### src/rtl/sha256_pkg.sv
`default_nettype none
// ============================================================================
//  Module      : sha256_pkg
//  Description : Shared types, constants and helpers for the SHA-256 message
//                block padder (word/block types, FSM states, pad word, block
//                count and byte-reversal helpers).
//  Revision    : 1.0  initial release
// ============================================================================
package sha256_pkg;

    typedef logic [31:0]  word_t;
    typedef logic [511:0] block_t;

    // Padder control states
    typedef enum logic [1:0] {
        IDLE  = 2'd0,
        FILL  = 2'd1,
        OFFER = 2'd2,
        DONE  = 2'd3
    } state_t;

    // First pad word: a single '1' bit directly after the message
    localparam word_t PAD_WORD = 32'h8000_0000;

    // Number of 512-bit blocks needed for a message of the given word count,
    // leaving room for the pad word and the 64-bit length field.
    function automatic int num_blocks(input int words);
        return (words + 2) / 16 + 1;
    endfunction

    // Reverse the byte order of one word
    function automatic word_t byte_swap(input word_t w);
        return {w[7:0], w[15:8], w[23:16], w[31:24]};
    endfunction

endpackage : sha256_pkg
`default_nettype wire

### src/rtl/sha256_block_padder.sv
`default_nettype none
// ============================================================================
//  Module      : sha256_block_padder
//  Description : Reads a NUM_OF_WORDS-word message from memory and emits it
//                as SHA-256 padded 512-bit blocks over a valid/ready handshake.
//                Each block is filled in a fixed 17-cycle window (16 word
//                slots plus one capture cycle), then held until accepted.
//                Optional build macro SHA_PAD_BSWAP_EN byte-reverses every
//                memory word before it enters the block (pad and length words
//                are never swapped).
//  Revision    : 1.0  initial release
// ============================================================================
module sha256_block_padder
    import sha256_pkg::*;
#(
    parameter int NUM_OF_WORDS = 20
) (
    input  logic         clk,
    input  logic         reset,
    input  logic         start,
    input  logic [15:0]  message_addr,
    output logic [15:0]  mem_addr,
    input  logic [31:0]  mem_read_data,
    output logic [511:0] block_data,
    output logic         block_valid,
    input  logic         block_ready,
    output logic         block_last,
    output logic         busy,
    output logic         done
);

    localparam int          c_num_blocks = num_blocks(NUM_OF_WORDS);
    localparam logic [4:0]  c_last_blk   = 5'(c_num_blocks - 1);
    localparam logic [15:0] c_n          = 16'(NUM_OF_WORDS);
    localparam word_t       c_len        = 32'(NUM_OF_WORDS * 32);

    state_t      r_state;
    state_t      w_state_next;

    logic [4:0]  r_blk;          // current block index
    logic [4:0]  r_slot;         // FILL slot counter, 0..16
    logic [15:0] r_base;         // captured message_addr
    logic [15:0] r_mem_addr;     // registered read address
    word_t       r_buf [16];     // block word buffer

    logic [15:0] w_blk_g;        // global index of word 0 of the current block
    logic [15:0] w_next_g;       // global index addressed in the next slot
    logic [4:0]  w_blk_inc;
    logic [15:0] w_xfer_g;       // global index of word 0 of the next block
    logic [3:0]  w_cap_idx;      // buffer word captured this cycle
    logic [15:0] w_cap_g;        // global index of the captured word
    logic        w_last_blk;
    word_t       w_mem_word;
    word_t       w_cap_word;

    assign w_blk_g    = {7'd0, r_blk, 4'd0};
    assign w_next_g   = w_blk_g + {11'd0, r_slot} + 16'd1;
    assign w_blk_inc  = r_blk + 5'd1;
    assign w_xfer_g   = {7'd0, w_blk_inc, 4'd0};
    assign w_cap_idx  = 4'(r_slot - 5'd1);
    assign w_cap_g    = w_blk_g + {12'd0, w_cap_idx};
    assign w_last_blk = (r_blk == c_last_blk);

    assign mem_addr   = r_mem_addr;

    // State register
    always_ff @(posedge clk) begin
        if (reset) begin
            r_state <= IDLE;
        end else begin
            r_state <= w_state_next;
        end
    end

    // Next-state and status outputs; all outputs derive from registers only
    always_comb begin
        w_state_next = r_state;
        block_valid  = 1'b0;
        block_last   = 1'b0;
        busy         = 1'b0;
        done         = 1'b0;
        case (r_state)
            IDLE: begin
                if (start) begin
                    w_state_next = FILL;
                end
            end
            FILL: begin
                busy = 1'b1;
                if (r_slot == 5'd16) begin
                    w_state_next = OFFER;
                end
            end
            OFFER: begin
                busy        = 1'b1;
                block_valid = 1'b1;
                block_last  = w_last_blk;
                if (block_ready) begin
                    w_state_next = w_last_blk ? DONE : FILL;
                end
            end
            DONE: begin
                done         = 1'b1;
                w_state_next = IDLE;
            end
            default: begin
                w_state_next = IDLE;
            end
        endcase
    end

    // Select the word to store: message data, pad word, length, or zero
    always_comb begin
`ifdef SHA_PAD_BSWAP_EN
        w_mem_word = byte_swap(mem_read_data);
`else
        w_mem_word = mem_read_data;
`endif
        w_cap_word = '0;
        if (w_cap_g < c_n) begin
            w_cap_word = w_mem_word;
        end else if (w_cap_g == c_n) begin
            w_cap_word = PAD_WORD;
        end else if (w_last_blk && (w_cap_idx == 4'd15)) begin
            w_cap_word = c_len;
        end
    end

    // Address generation, slot counting and word capture.
    // The read address for slot k+1 is registered at the end of slot k so it
    // is on mem_addr during slot k+1; its data arrives one cycle later.
    // Pad slots leave the address untouched.
    always_ff @(posedge clk) begin
        if (reset) begin
            r_blk      <= '0;
            r_slot     <= '0;
            r_base     <= '0;
            r_mem_addr <= '0;
            for (int i = 0; i < 16; i++) begin
                r_buf[i] <= '0;
            end
        end else begin
            case (r_state)
                IDLE: begin
                    if (start) begin
                        r_base     <= message_addr;
                        r_mem_addr <= message_addr;
                        r_blk      <= '0;
                        r_slot     <= '0;
                    end
                end
                FILL: begin
                    r_slot <= r_slot + 5'd1;
                    if (r_slot != 5'd0) begin
                        r_buf[w_cap_idx] <= w_cap_word;
                    end
                    if ((r_slot < 5'd15) && (w_next_g < c_n)) begin
                        r_mem_addr <= r_base + w_next_g;
                    end
                end
                OFFER: begin
                    if (block_ready && !w_last_blk) begin
                        r_blk  <= w_blk_inc;
                        r_slot <= '0;
                        if (w_xfer_g < c_n) begin
                            r_mem_addr <= r_base + w_xfer_g;
                        end
                    end
                end
                default: begin
                end
            endcase
        end
    end

    // Flatten the word buffer onto the block bus, word k at bits [32k+31:32k]
    generate
        for (genvar gi = 0; gi < 16; gi++) begin : g_pack
            assign block_data[32*gi +: 32] = r_buf[gi];
        end
    endgenerate

endmodule : sha256_block_padder
`default_nettype wire

### config.mk
export PLATFORM = sky130hd
export DESIGN_NAME = sha256_block_padder
export DESIGN_NICKNAME = d
export VERILOG_FILES = /design/src/rtl/sha256_pkg.sv /design/src/rtl/sha256_block_padder.sv
export SDC_FILE = /design/constraint.sdc
export NUM_CORES = 1
export LEC_CHECK = 0
export CAP_MARGIN = 20
export CORE_AREA = 2 2 227 229
export CTS_CLUSTER_SIZE = 14
export DETAILED_ROUTE_END_ITERATION = 7
export DIE_AREA = 0 0 229 231
export GPL_ROUTABILITY_DRIVEN = 1
export MAX_ROUTING_LAYER = met4
export PLACE_DENSITY = 0.79
export SYNTH_ARGS = -nofsm -noshare
export SYNTH_HDL_FRONTEND = slang
export SYNTH_SLANG_ARGS = --single-unit
### constraint.sdc
create_clock -name clk -period 5 [get_ports clk]
set_input_delay 0.5 -clock clk [delete_from_list [all_inputs] [get_ports clk]]
set_output_delay 0.5 -clock clk [all_outputs]
set_load 0.005 [all_outputs]
==> reports/results.ini <==
[synthesis]
yosysSeqAreaShare_pct = 74.5
syn_avg_cell_area_um2 = 13.0
postSynth.asyncResetShare_pct = 0
syn_area_um2 = 21800
ys_ff_latch = 556
ys_warn_count = 0
synth_cell_types = 73
synth_fp_nets = 1768
synth_flop_cell = edfxtp_1
synthCells = 1683
synth_edf_count = 512

[clocking]
cts_made_buffers = 55
post_cts_buffers = 0
cts_hold_buf = 0
cts-resized-gates = 0
cts_sinks = 556
cts_tree = yes
cts_buffer_depth = 3
cts-htree-levels = 2
clock-root-buffer = clkbuf_16
clk_pin_slew_ns = 0.06
clk_latency_ns = 0.62

[sta]
max_slew_margin_pct = 26.7
setup-tns-final_ns = 0
max_freq_ghz = 0.257
finalHoldViolCount = 0
final.min_clock_period_ns = 3.88
finalCritPeriodShare_pct = 77.7
finalSetupViolCount = 0
worst_slew_pin_slew_ns = 1.10
rsz0062_at_grt = no
drv_slew = 0
worst_clock_skew_ns = 0.0184

[finish]
drive_gt1_share_pct = 7.11
diodes = 0
finalNetCount = 2335
final_cell_mix = clkdlybuf4s50_1 (583), nor2_1 (542), edfxtp_1 (512)
layout_commonest_cell = clkdlybuf4s50_1
area_growth_pct = 37.9
utilization_pct = 59.4

[power_and_ir_drop]
internal_power_mw = 8.17
clkPwrFrac_pct = 34.5
seqPwrFrac_pct = 48.1
p_comb_share_pct = 17.4
peakVddDrop_v = 0.000357
p_sw_share_pct = 28.0
power_leakage_nw = 11.0
power.density_nw_per_um2 = 377
p_sw_mw = 3.19

[critical_path]
criticalPathCategory = reg2reg
end_kind = register
reg2reg_depth = 8
slowest_delay_ns = 0.90
crit_arrival_ns = 4.30
start_kind = register
required_ns = 5.41
cp_max_fo = 32
path_cells = inv_1 -> ha_1 -> nor2_1 -> nand2_1 -> mux2i_1 -> o21a_2 -> nand2_1 -> nor2_1
crit_slowest_cell = nand2_1

[place]
globalplace.congestion = 0.911
dp_hpwl_um = 54200
numPortBuffers = 583

[floorplan]
core_um2 = 50700
die-area_um2 = 52900
initial_core_util_pct = 43.1
die_h_um = 231
rows = 83
die_w_um = 229
ios = 584

[routing]
ant_nets = 0
viasPerCell = 5.58
num_vias = 16601
post-route-drc-count = 0
wl_um = 79600
drt_iter0_markers = 1996
wl_per_cell_um = 26.8
drt-pass1-iter-count = 6

[worst_hold_path]
holdPathStages = 3
hold_class = in2reg

[grt]
grt_remaining_overflow = 0
grt_pass1_vias = 16094
grt.total_usage_pct = 30.2
antenna_found_initial = 0
grt_max_degree = 34
grt_pass1_wl_um = 113000

[run_status]
status = finished, final reports clean

[job]
drv_cap = 0

critical path, delay by kind of cell (launching register included):
| family | cells | cell delay, ns |
|---|---|---|
| AOI/OAI and AO/OA | 1 | 0.83 |
| buffers and inverters | 1 | 0.19 |
| DFF | 1 | 0.49 |
| muxes | 1 | 0.39 |
| adders and majority gates | 1 | 0.27 |
| and+or+nand+nor | 4 | 1.49 |
routing by layer:
layer / global-route usage, % / up-vias / routed length [um]
li1: - / 7033 / -
met1: 35.5 / 8118 / 27300
met2: 51.3 / 1255 / 40800
met3: 5.66 / 195 / 7960
met4: 12.2 / 0 / 3470
met5: - / - / 0
Yosys cell counts (all sizes together), types with 3 or more instances:
library cell / count / area, um^2
nand2b: 6 / 37.5
a311oi: 5 / 43.8
nor2b: 7 / 43.8
a2111oi: 4 / 35.0
a211o: 4 / 35.0
and2: 9 / 56.3
xor2: 4 / 35.0
or2: 5 / 31.3
inv: 27 / 101
o211ai: 10 / 75.1
o41ai: 5 / 73.8
a22oi: 3 / 22.5
buf: 45 / 239
nand4: 8 / 50.1
dfxtp: 44 / 881
and3: 7 / 43.8
a32oi: 3 / 33.8
nor3: 7 / 35.0
a31o: 3 / 35.0
a21oi: 54 / 297
nor4: 5 / 31.3
nand2: 125 / 477
nand3b: 3 / 22.5
a31oi: 3 / 18.8
and4: 4 / 35.0
edfxtp: 512 / 15400
o31ai: 6 / 58.8
or3: 6 / 37.5
clkbuf: 73 / 274
o21a: 6 / 45.0
o2111ai: 6 / 52.6
nor2: 542 / 2030
mux2i: 8 / 80.1
a211oi: 8 / 60.1
o21ai: 24 / 120
a21o: 8 / 60.1
xnor2: 10 / 87.6
o311ai: 3 / 26.3
nand3: 17 / 90.1
ha: 31 / 388
registers in the layout, indices dropped and copies added, names as in the netlist:
signal / flops
r_state: 2
r_base: 16
r_slot: 5
mem_addr: 16
r_blk: 5
r_buf: 512
path summary, 6_finish.rpt:
check	startpoint	end	slack, ns
setup / recovery	r_slot[0]	r_buf[7][0]	1.12
hold / removal	message_addr[14]	r_base[14]	0.47
setup reg to reg	r_slot[0]	r_buf[7][0]	1.12
hold reg to reg	mem_addr[0]	mem_addr[0]	0.49
cell type report:
| type | count | area, um^2 |
|---|---|---|
| clock buffer | 65 | 1410 |
| clock inverter | 36 | 267 |
| fill | 3889 | 20600 |
| inverter | 27 | 101 |
| multi-input combinational | 982 | 5000 |
| sequential | 556 | 16300 |
| tap | 680 | 851 |
| timing repair buffer | 628 | 6220 |
power groups by stage:
stage / sequential, mW / combinational, mW / clock (mW)
6_report: 5.46 / 1.98 / 3.92
5_1_grt: 5.48 / 2.09 / 4.13
4_1_cts: 5.45 / 1.96 / 3.94
3_5_place_dp: 5.55 / 1.95 / 0
3_3_place_gp: 5.54 / 1.91 / 0
2_1_floorplan: 5.53 / 0.931 / 0
kinds of logic after synthesis:
family | synth area share (%)
and+or+nand+nor | 14.1
adders and majority gates | 1.96
DFF | 74.5
xor gates and xnor gates | 0.562
muxes | 0.470
AOI/OAI and AO/OA | 5.63
buffers and inverters | 2.81
per-stage QoR:
step                      area (um^2)  setup slack (ns)  cells  hold WS (ns)  total power, mW
after CTS                       30100              1.21   2974         0.440             11.4
final                           30100              1.12   2974         0.465             11.4
after global placement          28400              1.41   2872         0.458             7.45
after global routing            30100             0.883   2974         0.452             11.7
after floorplan                 21800              1.97   1683         0.452             6.47
after detailed placement        28400              1.21   2873         0.456             7.49
(Power assumes the default switching activity.)
